[src/rtl/fifo_wr_arbiter_pkg.sv]
// Shared definitions for the FIFO write arbiter and the FIFO it feeds:
// FSM state encoding and a ceiling-log2 helper for sizing counters/pointers.
package fifo_wr_arbiter_pkg;

  typedef enum logic {
    ST_IDLE  = 1'b0,
    ST_GRANT = 1'b1
  } arb_state_e;

  // Ceiling log2; returns 0 for values of 0 or 1.
  function automatic int clog2(input int value);
    int r;
    r = 0;
    while ((1 << r) < value) r++;
    return r;
  endfunction

endpackage

[src/rtl/fifo_wr_arbiter_rr_pick.sv]
// Combinational round-robin picker: returns a one-hot grant for the first
// set request at or above the pointer position, wrapping around.
module fifo_wr_arbiter_rr_pick
  import fifo_wr_arbiter_pkg::*;
#(
  parameter int NUM_REQ = 4,
  parameter int PTR_W   = 2
) (
  input  logic [NUM_REQ-1:0] i_req,
  input  logic [PTR_W-1:0]   i_ptr,
  output logic [NUM_REQ-1:0] o_gnt
);

  logic [NUM_REQ-1:0] w_req_rot;
  logic [NUM_REQ-1:0] w_gnt_rot;

  // Rotate requests right so the pointer position lands on bit 0.
  assign w_req_rot = NUM_REQ'({i_req, i_req} >> i_ptr);

  // Lowest set bit of the rotated vector wins (descending overwrite).
  always_comb begin
    w_gnt_rot = '0;
    for (int i = NUM_REQ - 1; i >= 0; i--) begin
      if (w_req_rot[i]) w_gnt_rot = NUM_REQ'(1) << i;
    end
  end

  // Rotate the winner back left by the pointer to original positions.
  assign o_gnt = NUM_REQ'({w_gnt_rot, w_gnt_rot} >> (NUM_REQ - int'(i_ptr)));

endmodule

[src/rtl/fifo_wr_arbiter.sv]
// Round-robin write arbiter: grants one requester at a time ownership of a
// downstream synchronous FIFO write port for a burst of up to BURST_LEN
// words, ending early on req_last or when the owner drops req_valid.
module fifo_wr_arbiter
  import fifo_wr_arbiter_pkg::*;
#(
  parameter int NUM_REQ    = 4,
  parameter int DATA_WIDTH = 16,
  parameter int BURST_LEN  = 4
) (
  input  logic                          clk,
  input  logic                          rst,
  input  logic [NUM_REQ-1:0]            req_valid,
  input  logic [NUM_REQ*DATA_WIDTH-1:0] req_data,
  input  logic [NUM_REQ-1:0]            req_last,
  output logic [NUM_REQ-1:0]            req_ready,
  input  logic                          fifo_full,
  output logic                          fifo_wr_en,
  output logic [DATA_WIDTH-1:0]         fifo_wr_data,
  output logic [NUM_REQ-1:0]            grant,
  output logic                          busy
);

  localparam int PTR_W  = clog2(NUM_REQ);
  localparam int BEAT_W = clog2(BURST_LEN) + 1;
  localparam logic [BEAT_W-1:0] LAST_BEAT = BEAT_W'(BURST_LEN - 1);

  arb_state_e          r_state;
  logic [NUM_REQ-1:0]  r_grant;
  logic [PTR_W-1:0]    r_rr_ptr;
  logic [BEAT_W-1:0]   r_beat;

  logic [NUM_REQ-1:0]    w_pick;
  logic                  w_gvalid;
  logic                  w_glast;
  logic                  w_beat;
  logic                  w_burst_done;
  logic [PTR_W-1:0]      w_gidx;
  logic [PTR_W-1:0]      w_next_ptr;
  logic [DATA_WIDTH-1:0] w_wr_data;

  fifo_wr_arbiter_rr_pick #(
    .NUM_REQ (NUM_REQ),
    .PTR_W   (PTR_W)
  ) u_rr_pick (
    .i_req (req_valid),
    .i_ptr (r_rr_ptr),
    .o_gnt (w_pick)
  );

  // r_grant is zero outside GRANT, so these reduce to zero when idle.
  assign w_gvalid     = |(req_valid & r_grant);
  assign w_glast      = |(req_last & r_grant);
  assign w_beat       = (r_state == ST_GRANT) && w_gvalid && !fifo_full;
  assign w_burst_done = w_glast || (r_beat == LAST_BEAT);

  // Index of the current owner, used to advance the round-robin pointer.
  always_comb begin
    w_gidx = '0;
    for (int i = 0; i < NUM_REQ; i++) begin
      if (r_grant[i]) w_gidx = PTR_W'(i);
    end
  end

  assign w_next_ptr = (w_gidx == PTR_W'(NUM_REQ - 1)) ? '0 : w_gidx + PTR_W'(1);

  // Select the granted requester's word for the FIFO write port.
  always_comb begin
    w_wr_data = '0;
    for (int i = 0; i < NUM_REQ; i++) begin
      if (r_grant[i]) w_wr_data = req_data[i*DATA_WIDTH +: DATA_WIDTH];
    end
  end

  // Arbitration FSM: IDLE picks an owner, GRANT streams its burst.
  always_ff @(posedge clk) begin
    if (rst) begin
      r_state  <= ST_IDLE;
      r_grant  <= '0;
      r_rr_ptr <= '0;
      r_beat   <= '0;
    end else begin
      case (r_state)
        ST_IDLE: begin
          if (|req_valid) begin
            r_grant <= w_pick;
            r_beat  <= '0;
            r_state <= ST_GRANT;
          end
        end
        ST_GRANT: begin
          if (w_beat) r_beat <= r_beat + BEAT_W'(1);
          // Owner abandons, or the burst ends on last/BURST_LEN-th beat.
          if (!w_gvalid || (w_beat && w_burst_done)) begin
            r_state  <= ST_IDLE;
            r_grant  <= '0;
            r_rr_ptr <= w_next_ptr;
          end
        end
        default: r_state <= ST_IDLE;
      endcase
    end
  end

  // Reset suppresses writes combinationally so no beat lands in that cycle.
  assign fifo_wr_en   = w_beat && !rst;
  assign req_ready    = (w_beat && !rst) ? r_grant : '0;
  assign fifo_wr_data = w_wr_data;
  assign grant        = r_grant;
  assign busy         = (r_state == ST_GRANT);

endmodule

[config.mk]
export PLATFORM = sky130hd
export DESIGN_NAME = fifo_wr_arbiter
export DESIGN_NICKNAME = d
export VERILOG_FILES = /design/src/rtl/fifo_wr_arbiter_pkg.sv /design/src/rtl/fifo_wr_arbiter_rr_pick.sv /design/src/rtl/fifo_wr_arbiter.sv
export SDC_FILE = /design/constraint.sdc
export NUM_CORES = 1
export LEC_CHECK = 0
export BUFFER_PORTS_ARGS = -buffer_cell sky130_fd_sc_hd__buf_4
export CORE_AREA = 5 5 61 63
export CTS_CLUSTER_DIAMETER = 60
export DETAILED_ROUTE_END_ITERATION = 6
export DIE_AREA = 0 0 66 68
export PLACE_DENSITY = 0.88
export SYNTH_ARGS = -nofsm -noshare
export SYNTH_HDL_FRONTEND = slang
export SYNTH_SLANG_ARGS = --single-unit
[constraint.sdc]
create_clock -name clk -period 2.6 [get_ports clk]
set_input_delay 0.26 -clock clk [delete_from_list [all_inputs] [get_ports clk]]
set_output_delay 0.26 -clock clk [all_outputs]
set_load 0.1 [all_outputs]
==> results of run 1 <==
[cell families (layout without fill, tap and decap cells)]
kind of cell    count (synthesis)  count (layout)  synth area share
simple gates                   66              66            0.2649
mux                             5               5           0.05063
flops                          10              10            0.1558
buf+inv                        25             113           0.08763
compound gates                 75              75            0.4119
fa+ha+maj                       3               3           0.02921
[registers in the layout (all words and copies together) (netlist names)]
| name | flops |
|---|---|
| busy | 1 |
| grant | 4 |
| r_beat | 3 |
| r_rr_ptr | 2 |
[power breakdown]
group	internal (mW)	leakage, nW	switching (mW)
Sequential	0.167	0.0835	0.0190
Combinational	0.286	0.840	0.651
Clock	0.0850	0.0210	0.0585
[metrics by stage]
stage	area, um^2	hold slack, ns
after CTS	2212	0.2180
after floorplan	1429	0.4687
after detailed placement	2173	0.4846
final	2217	0.2205
after global routing	2217	0.2283
after global placement	2173	0.4785
[final cells by class]
type / instances / area share
sequential: 10 / 0.09311
clock buffer: 4 / 0.01637
multi-input combinational: 149 / 0.5039
tap: 46 / 0.02596
inverter: 5 / 0.008465
timing repair buffer: 104 / 0.3521
[Yosys cell counts, drive strengths merged (5+ instances only)]
cell and number:
o21ai 35, a221o 16, nor2 12, buf 8
dfxtp 10, nor2b 9, a21oi 8, clkbuf 12
nand2 23, inv 5
[worst reg2reg max path, cell delays in order, from the launching register on]
cell and delay, ns:
dfxtp_1 0.51, inv_1 0.17, ha_1 0.43, nand2b_1 0.08
a2111oi_0 0.35, a21oi_1 0.09, a31oi_1 0.17
[path summary, 6_finish.rpt]
path | from | to | slack [ns] | depth (start not counted)
worst max register to register | r_rr_ptr[1] | grant[3] | 0.72 | 6
worst min-delay path | rst | grant[3] | 0.22 | 2
worst min register to register | r_beat[1] | r_beat[1] | 0.50 | 2
worst max-delay path | grant[0] | fifo_wr_data[7] | 0.33 | 5
[timing repair]
item	4_1_cts	5_1_grt
pin swaps	0	0
gates resized for setup	1	1
setup endpoints to repair	3	4
[routing by layer]
layer / vias up / track usage
met1: 811 / 0.2812
met5: - / 0
met2: 85 / 0.3830
met4: 0 / 0.01777
met3: 0 / 0.05419
li1: 869 / -
==> flow_metrics.py, run 1 <==
metrics = {
    "placement": {
        "place_ws_ns": 0.2801,
        "routabilityCongestion": 0.8628,
        "port_buffers": 100,
        "dp_cells": 314,
        "dp_hpwl_um": 3933,
    },
    "global_route": {
        "grt_pass1_wl_um": 7831,
        "grt_max_degree": 31,
        "antenna_found_initial": 0,
        "grt-ovfl-total": 0,
        "gr-usage-all-layers": 0.2180,
        "grt_pass1_vias": 1592,
    },
    "critical_path": {
        "worst_path_largest_cell_delay_ns": 0.55,
        "path_delay_family": "compound AO/OA/AOI/OAI gates",
        "crit_fanout": 16,
        "worstPathCellList": "nor2b_2 > a221o_1 > o21ai_0 > o21ai_4 > buf_4",
        "crit_slowest_cell": "nor2b_2",
        "critPathBufInv": 1,
        "critical_path_required_ns": 2.34,
        "arrival_ns": 2.01,
        "startpoint_type": "flip-flop",
        "path_class": "reg -> out",
        "critical_path.endpoint_type": "output pin",
    },
    "synth": {
        "yosys.area.top_type": "dfxtp_1",
        "synth_edf_count": 0,
        "syn_area_mm2": 0.001285,
        "seq_area_frac_synth": 0.1558,
        "synth_area_leaders": "dfxtp_1 (16%), a221o_1 (12%), o21ai_0 (12%), nand2_1 (6.7%), nor2b_1 (4.4%)",
        "syn_nets": 262,
        "ys_ff_latch": 10,
        "synthDistinctLibCells": 44,
        "synthCells": 184,
        "synth_flop_cell": "dfxtp_1",
        "async_flop_share": 0,
        "avgSynthCellArea_um2": 6.984,
        "synth_top_area_share": 0.1558,
        "yosysWarnings": 0,
    },
    "timing": {
        "maxSlewViolCount": 0,
        "relSlewSlack": 0.5643,
        "timing.final.ws_setup_ns": 0.3291,
        "setup_viol": 0,
        "finClkSkew_ns": 0.003839,
        "fmax_mhz": 440.4,
        "rsz0062_at_grt": "no",
        "fin_crit_sh": 0.8734,
        "fin_crit_ns": 2.271,
        "hold_viol": 0,
        "tightest_slew_ns": 0.6506,
        "tns_ns": 0,
    },
    "layout": {
        "stdcell_count": 318,
        "antennaDiodeCount": 0,
        "multiInputGateArea_mm2": 0.001117,
        "fillers": 260,
        "ff_latch_area_um2": 206.4,
        "layout.nets": 351,
        "post-route-util": 0.6974,
        "synthToLayoutAreaGrowth_pct": 72.54,
        "final_common_cell": "buf_4",
        "layout-drive-gt1-share": 0.5221,
        "layout_common_cells": "buf_4 (104), nand2_1 (23), o21ai_0 (18)",
    },
    "hold_path": {
        "min_path_type": "in -> reg",
    },
    "clock_tree": {
        "clock-root-buffer": "clkbuf_4",
        "postCtsSetupBuffers": 0,
        "cts_tree": "done",
        "cts_buffers": 3,
        "cts.sinks": 10,
        "clkTransAtPathRegs_ns": 0.07,
        "cts_htree_levels": 1,
        "clk_latency_ns": 0.27,
        "cts_buffer_depth": 2,
        "hold_buffers": 0,
    },
    "drt": {
        "drcViolationCount": 0,
        "viasPerCell": 5.550,
        "num_vias": 1765,
        "drt-met1-wl_um": 2104,
        "antenna_left": 0,
        "drtPass1Iterations": 4,
        "dr_wl_met3_um": 468,
        "route.detailed.wl_per_inst_um": 15.84,
        "top_layer": "met3",
        "routed_wl_um": 5038,
        "route.met2.wl_um": 2466,
        "drtIter0Drc": 189,
    },
    "power_and_ir_drop": {
        "vdd_drop_max_mv": 0.3726,
        "total_power_mw": 1.267,
        "p_leak_nw": 0.9446,
        "power-per-cell-area_mw_per_mm2": 571.3,
    },
    "flow_run": {
        "cap_violations": 0,
    },
    "floorplan": {
        "io_pins": 101,
        "fp.coreArea_mm2": 0.003179,
        "fp-row-count": 21,
        "die_width_um": 66,
        "die_area_mm2": 0.004488,
        "initial_core_util": 0.4042,
        "fp.dieH_um": 68,
    },
    "run_status": {
        "status": "finished, final reports clean",
    },
}
(Power assumes the default switching activity.)
==> inputs of run 2 (changes only) <==
--- a/config.mk
+++ b/config.mk
@@ -6,11 +6,12 @@
 export NUM_CORES = 1
 export LEC_CHECK = 0
 export BUFFER_PORTS_ARGS = -buffer_cell sky130_fd_sc_hd__buf_4
-export CORE_AREA = 5 5 61 63
+export CORE_AREA = 5 5 63 65
 export CTS_CLUSTER_DIAMETER = 60
 export DETAILED_ROUTE_END_ITERATION = 6
-export DIE_AREA = 0 0 66 68
-export PLACE_DENSITY = 0.88
+export DIE_AREA = 0 0 68 70
+export PLACE_DENSITY = 0.83
+export SKIP_CTS_REPAIR_TIMING = 1
 export SYNTH_ARGS = -nofsm -noshare
 export SYNTH_HDL_FRONTEND = slang
 export SYNTH_SLANG_ARGS = --single-unit
==> constraint.sdc (replaced) <==
create_clock -name clk -period 2.2 [get_ports clk]
set_input_delay 0.22 -clock clk [delete_from_list [all_inputs] [get_ports clk]]
set_output_delay 0.22 -clock clk [all_outputs]
set_load 0.1 [all_outputs]
==> run 2 against run 1 <==
  * Sequential share of layout area rose by 0.091 points
  * Final area rose by 3.8%
  * Hold slack got worse by 0.036 ns
  * Global-route usage fell by 1.6 points
  * Highest routed layer is now met4
==> flow_metrics.py, run 2 (synthesis gave the netlist of run 1 again) <==
metrics = {
    "clock_tree": {
        "cts_tree": "done",
        "clkTransAtPathRegs_ns": 0.07,
        "cts_buffers": 3,
        "cts_htree_levels": 1,
        "clock-root-buffer": "clkbuf_4",
        "cts.sinks": 10,
        "cts_buffer_depth": 2,
        "clk_latency_ns": 0.27,
    },
    "global_route": {
        "grt_pass1_vias": 1592,
        "grt_max_degree": 24,
        "grt_pass1_wl_um": 7693,
        "grt-ovfl-total": 0,
        "antenna_found_initial": 0,
        "gr-usage-all-layers": 0.2025,
    },
    "timing": {
        "fmax_mhz": 478.8,
        "relSlewSlack": 0.7146,
        "fin_crit_sh": 0.9493,
        "fin_crit_ns": 2.088,
        "fin_worst_hold_slack_ns": 0.1850,
        "tightest_slew_ns": 0.4276,
        "setup_viol": 0,
        "hold_viol": 0,
        "maxSlewViolCount": 0,
        "rsz0062_at_grt": "no",
        "finClkSkew_ns": 0.005525,
    },
    "layout": {
        "synthToLayoutAreaGrowth_pct": 79.16,
        "stdcell_count": 320,
        "post-route-util": 0.7010,
        "layout_common_cells": "buf_4 (105), nand2_1 (23), o21ai_0 (18)",
        "antennaDiodeCount": 0,
        "final_common_cell": "buf_4",
        "largest_reg_flops": 4,
        "final_area_mm2": 0.002302,
        "layout-drive-gt1-share": 0.5219,
        "layout.nets": 353,
    },
    "floorplan": {
        "fp.coreArea_mm2": 0.003284,
        "die_area_mm2": 0.004760,
        "fp.dieH_um": 70,
        "initial_core_util": 0.3912,
        "fp-row-count": 21,
        "die_width_um": 68,
        "io_pins": 101,
    },
    "critical_path": {
        "crit_fanout": 23,
        "startpoint_type": "flip-flop",
        "rrSetupSlack_ns": 0.28,
        "r2r-end": "grant[3]",
        "r2r_cells": 6,
        "critical_path_required_ns": 1.98,
        "worst_path_largest_cell_delay_ns": 0.36,
        "arrival_ns": 1.87,
        "worstPathCellList": "buf_6 > a221oi_4 > nor3b_4 > and2b_4 > and2_4 > buf_4",
        "critical_path.endpoint_type": "output pin",
        "path_class": "reg -> out",
        "startpoint": "grant[1]",
        "r2r-start": "r_rr_ptr[1]",
        "crit_slowest_cell": "dfxtp_4",
    },
    "drt": {
        "drtIter0Drc": 94,
        "num_vias": 1768,
        "drcViolationCount": 0,
        "viasPerCell": 5.525,
        "drtPass1Iterations": 4,
        "routed_wl_um": 5091,
        "route.detailed.wl_per_inst_um": 15.91,
        "antenna_left": 0,
    },
    "power_and_ir_drop": {
        "total_power_mw": 1.501,
        "vdd_drop_max_mv": 0.3828,
        "p_leak_nw": 0.9680,
        "power-per-cell-area_mw_per_mm2": 652.0,
    },
    "flow_run": {
        "cap_violations": 0,
    },
    "placement": {
        "dp_hpwl_um": 4153,
        "placed_area_mm2": 0.002258,
        "port_buffers": 100,
        "dp_cells": 316,
        "routabilityCongestion": 0.9310,
    },
    "hold_path": {
        "min-delay-start": "rst",
        "min_path_type": "in -> reg",
        "hold_path_end": "r_beat[1]",
        "hold_depth": 2,
    },
    "run_status": {
        "status": "finished, final reports clean",
    },
}
-- run 2: critical path, delay by kind of cell, from the launching register on --
family	cells	cell delay (ns)
simple gates	3	0.62
compound gates	1	0.12
buf+inv	2	0.49
flops	1	0.36
-- run 2: per-layer routing --
metal,wire length (um),GRT usage,up-vias
met5,0,0,-
met4,61,0.05298,0
met2,2318,0.3287,76
met1,2014,0.2505,811
met3,696,0.06891,6
li1,-,-,875
-- run 2: layout make-up --
class | count | area, um^2
inverter | 5 | 18.77
sequential | 10 | 216.5
clock buffer | 4 | 26.28
timing repair buffer | 106 | 799.5
fill | 258 | 982.2
tap | 46 | 57.56
multi-input combinational | 149 | 1184
-- run 2: worst max path at each step --
stage	end	slack (ns)	cells past startpoint
after floorplan	fifo_wr_data[10]	0.01	5
after global routing	req_ready[1]	0.01	6
after detailed placement	fifo_wr_data[12]	-0.05	5
after global placement	fifo_wr_data[10]	-0.01	5
final	req_ready[3]	0.11	6
after CTS	fifo_wr_data[12]	-0.34	5
-- run 2: per-stage QoR --
stage	setup TNS, ns	setup slack, ns
floorplan	0	0.01446
global placement	-0.01418	-0.01202
detailed placement	-0.3589	-0.05395
CTS	-5.033	-0.3409
global route	0	0.01448
finish	0	0.1116
-- run 2: report_power, final --
group	switching, mW	internal (mW)
sequential	0.0180	0.196
clock	0.0653	0.0703
combinational	0.791	0.361
total	0.874	0.627
==> inputs of run 3 (changes only) <==
--- a/config.mk
+++ b/config.mk
@@ -5,12 +5,13 @@
 export SDC_FILE = /design/constraint.sdc
 export NUM_CORES = 1
 export LEC_CHECK = 0
+export ABC_AREA = 1
 export BUFFER_PORTS_ARGS = -buffer_cell sky130_fd_sc_hd__buf_4
-export CORE_AREA = 5 5 63 65
+export CORE_AREA = 5 5 64 66
 export CTS_CLUSTER_DIAMETER = 60
 export DETAILED_ROUTE_END_ITERATION = 6
-export DIE_AREA = 0 0 68 70
-export PLACE_DENSITY = 0.83
+export DIE_AREA = 0 0 69 71
+export PLACE_DENSITY = 0.82
 export SKIP_CTS_REPAIR_TIMING = 1
 export SYNTH_ARGS = -nofsm -noshare
 export SYNTH_HDL_FRONTEND = slang
==> run 3 against run 2 <==
  * Utilization fell by 7.0 points
  * Sequential cell count unchanged
  * Critical path type unchanged
  * Highest routed layer unchanged
  * Critical path depth rose by 3
  * Via count grew 8.5%
  * Hold slack lost 0.0056 ns
  * Die area is 2.9% higher
  * Register-to-register slack gained 0.34 ns
==> flow_metrics.py, run 3 <==
metrics = {
    "clock_tree": {
        "clock-root-buffer": "clkbuf_4",
        "cts_htree_levels": 1,
        "clk_latency_ns": 0.28,
        "cts.sinks": 10,
        "cts_buffers": 3,
        "clkTransAtPathRegs_ns": 0.07,
        "cts_buffer_depth": 2,
        "cts_tree": "done",
    },
    "timing": {
        "tightest_slew_ns": 0.3155,
        "maxSlewViolCount": 0,
        "finClkSkew_ns": 0.005106,
        "fmax_mhz": 482.3,
        "fin_crit_ns": 2.073,
        "setup_viol": 0,
        "tns_ns": 0,
        "hold_viol": 0,
        "relSlewSlack": 0.7895,
        "fin_crit_sh": 0.9425,
    },
    "power_and_ir_drop": {
        "power-per-cell-area_mw_per_mm2": 1843,
        "vdd_drop_max_mv": 1.164,
        "p_leak_nw": 1.197,
    },
    "drt": {
        "antenna_left": 0,
        "drcViolationCount": 0,
        "viasPerCell": 4.943,
        "num_vias": 1918,
        "route.detailed.wl_per_inst_um": 12.98,
        "routed_wl_um": 5038,
        "drtPass1Iterations": 5,
        "drtIter0Drc": 87,
    },
    "placement": {
        "dp_hpwl_um": 3881,
        "port_buffers": 100,
        "routabilityCongestion": 0.8996,
    },
    "layout": {
        "fillers": 350,
        "final_common_cell": "buf_4",
        "antennaDiodeCount": 0,
        "layout_common_cells": "buf_4 (103), nand2_1 (54), nand3_1 (43)",
        "layout-drive-gt1-share": 0.4176,
        "largest_reg_flops": 4,
        "post-route-util": 0.6314,
        "layout.nets": 419,
        "synthToLayoutAreaGrowth_pct": 69.17,
        "multiInputGateArea_um2": 942.2,
        "ff_latch_area_um2": 216.5,
    },
    "global_route": {
        "grt_max_degree": 23,
        "gr-usage-all-layers": 0.1896,
        "grt_pass1_vias": 1843,
        "antenna_found_initial": 0,
        "grt-ovfl-total": 0,
        "grt_pass1_wl_um": 7831,
    },
    "synth": {
        "synthCells": 241,
        "yosysMostFrequentCell": "nand2_1",
        "ys_ff_latch": 10,
        "synthTopCellsByCount": "nand2_1 (54), nand3_1 (43), inv_1 (32)",
        "avgSynthCellArea_um2": 5.456,
        "syn_nets": 319,
        "async_flop_share": 0,
        "synth_top_area_share": 0.1637,
        "syn_area_mm2": 0.001315,
        "yosys.area.top_type": "nand3_1",
        "synth_area_leaders": "nand3_1 (16%), nand2_1 (15%), dfxtp_1 (15%), inv_1 (9.1%), o21ai_0 (8.8%)",
        "seq_area_frac_synth": 0.1522,
        "yosysWarnings": 0,
        "synth_flop_cell": "dfxtp_1",
        "synth_edf_count": 0,
        "synthDistinctLibCells": 27,
    },
    "hold_path": {
        "min-delay-start": "rst",
        "min_path_type": "in -> reg",
        "hold_depth": 2,
        "hold_path_end": "grant[3]",
    },
    "critical_path": {
        "critical_path.endpoint_type": "output pin",
        "path_class": "reg -> out",
        "r2r-start": "r_rr_ptr[1]",
        "r2r_cells": 6,
        "arrival_ns": 1.85,
        "startpoint_type": "flip-flop",
        "critical_path_required_ns": 1.98,
        "rrSetupSlack_ns": 0.62,
        "crit_fanout": 12,
        "r2r-end": "grant[3]",
    },
    "floorplan": {
        "die_width_um": 69,
        "fp.coreArea_mm2": 0.003523,
        "die_area_mm2": 0.004899,
        "fp.dieH_um": 71,
        "fp-row-count": 22,
        "io_pins": 101,
        "initial_core_util": 0.3732,
    },
    "run_status": {
        "status": "finished, final reports clean",
    },
    "flow_run": {
        "cap_violations": 0,
    },
}
## run 3: metal layers
layer / up-vias / global-route usage / share of wire
li1: 992 / - / -
met1: 835 / 0.2163 / 0.42
met2: 78 / 0.3294 / 0.48
met3: 13 / 0.06108 / 0.076
met4: 0 / 0.07158 / 0.024
met5: - / 0 / 0
## run 3: worst max-delay path by stage
stage	from	end	slack, ns	depth (start not counted)
2_1_floorplan	grant[0]	req_ready[0]	-0.37	9
3_3_place_gp	grant[2]	req_ready[0]	0.33	9
3_5_place_dp	grant[2]	req_ready[0]	0.29	9
4_1_cts	grant[2]	req_ready[0]	-0.02	9
5_1_grt	grant[2]	req_ready[0]	-0.002	9
6_report	grant[2]	req_ready[0]	0.13	9
## run 3: critical path: stages (launching register included)
cell and delay [ns]:
dfxtp_4 0.43, inv_1 0.10, o22ai_1 0.14, nor2_1 0.09
nor2_1 0.13, inv_1 0.09, nor2_4 0.16, inv_4 0.09
nor2_4 0.12, buf_8 0.20
## run 3: final cells by class
cell class / instances / share of cell area
Clock buffer: 4 / 0.01631
Inverter: 38 / 0.06637
Multi-Input combinational cell: 181 / 0.4235
Sequential cell: 10 / 0.09730
Tap cell: 48 / 0.02700
Timing Repair Buffer: 107 / 0.3695
## run 3: cells by family after synthesis
| logic type | count (synthesis) | share of synthesized area |
|---|---|---|
| compound gates | 55 | 0.2312 |
| fa+ha+maj | 3 | 0.02855 |
| buf+inv | 50 | 0.1579 |
| flops | 10 | 0.1522 |
| simple gates | 123 | 0.4301 |
## run 3: power breakdown
part	total [mW]	internal, mW	leakage (nW)	switching (mW)
registers	0.321	0.243	0.0849	0.0782
clock network	0.173	0.101	0.0210	0.0717
logic	3.61	0.880	1.09	2.72
total	4.10	1.22	1.20	2.87
## run 3: stage by stage
stage               worst slack (ns)  power [mW]  cells  hold WS, ns  cell area [um^2]
finish                        0.1266       4.099    388       0.1794              2225
global route               -0.001827       4.366    388       0.1761              2225
CTS                         -0.01746       4.084    386       0.1758              2191
detailed placement            0.2892       3.909    382       0.4551              2155
global placement              0.3333       3.887    382       0.4592              2155
floorplan                    -0.3732       3.208    241       0.4288              1375
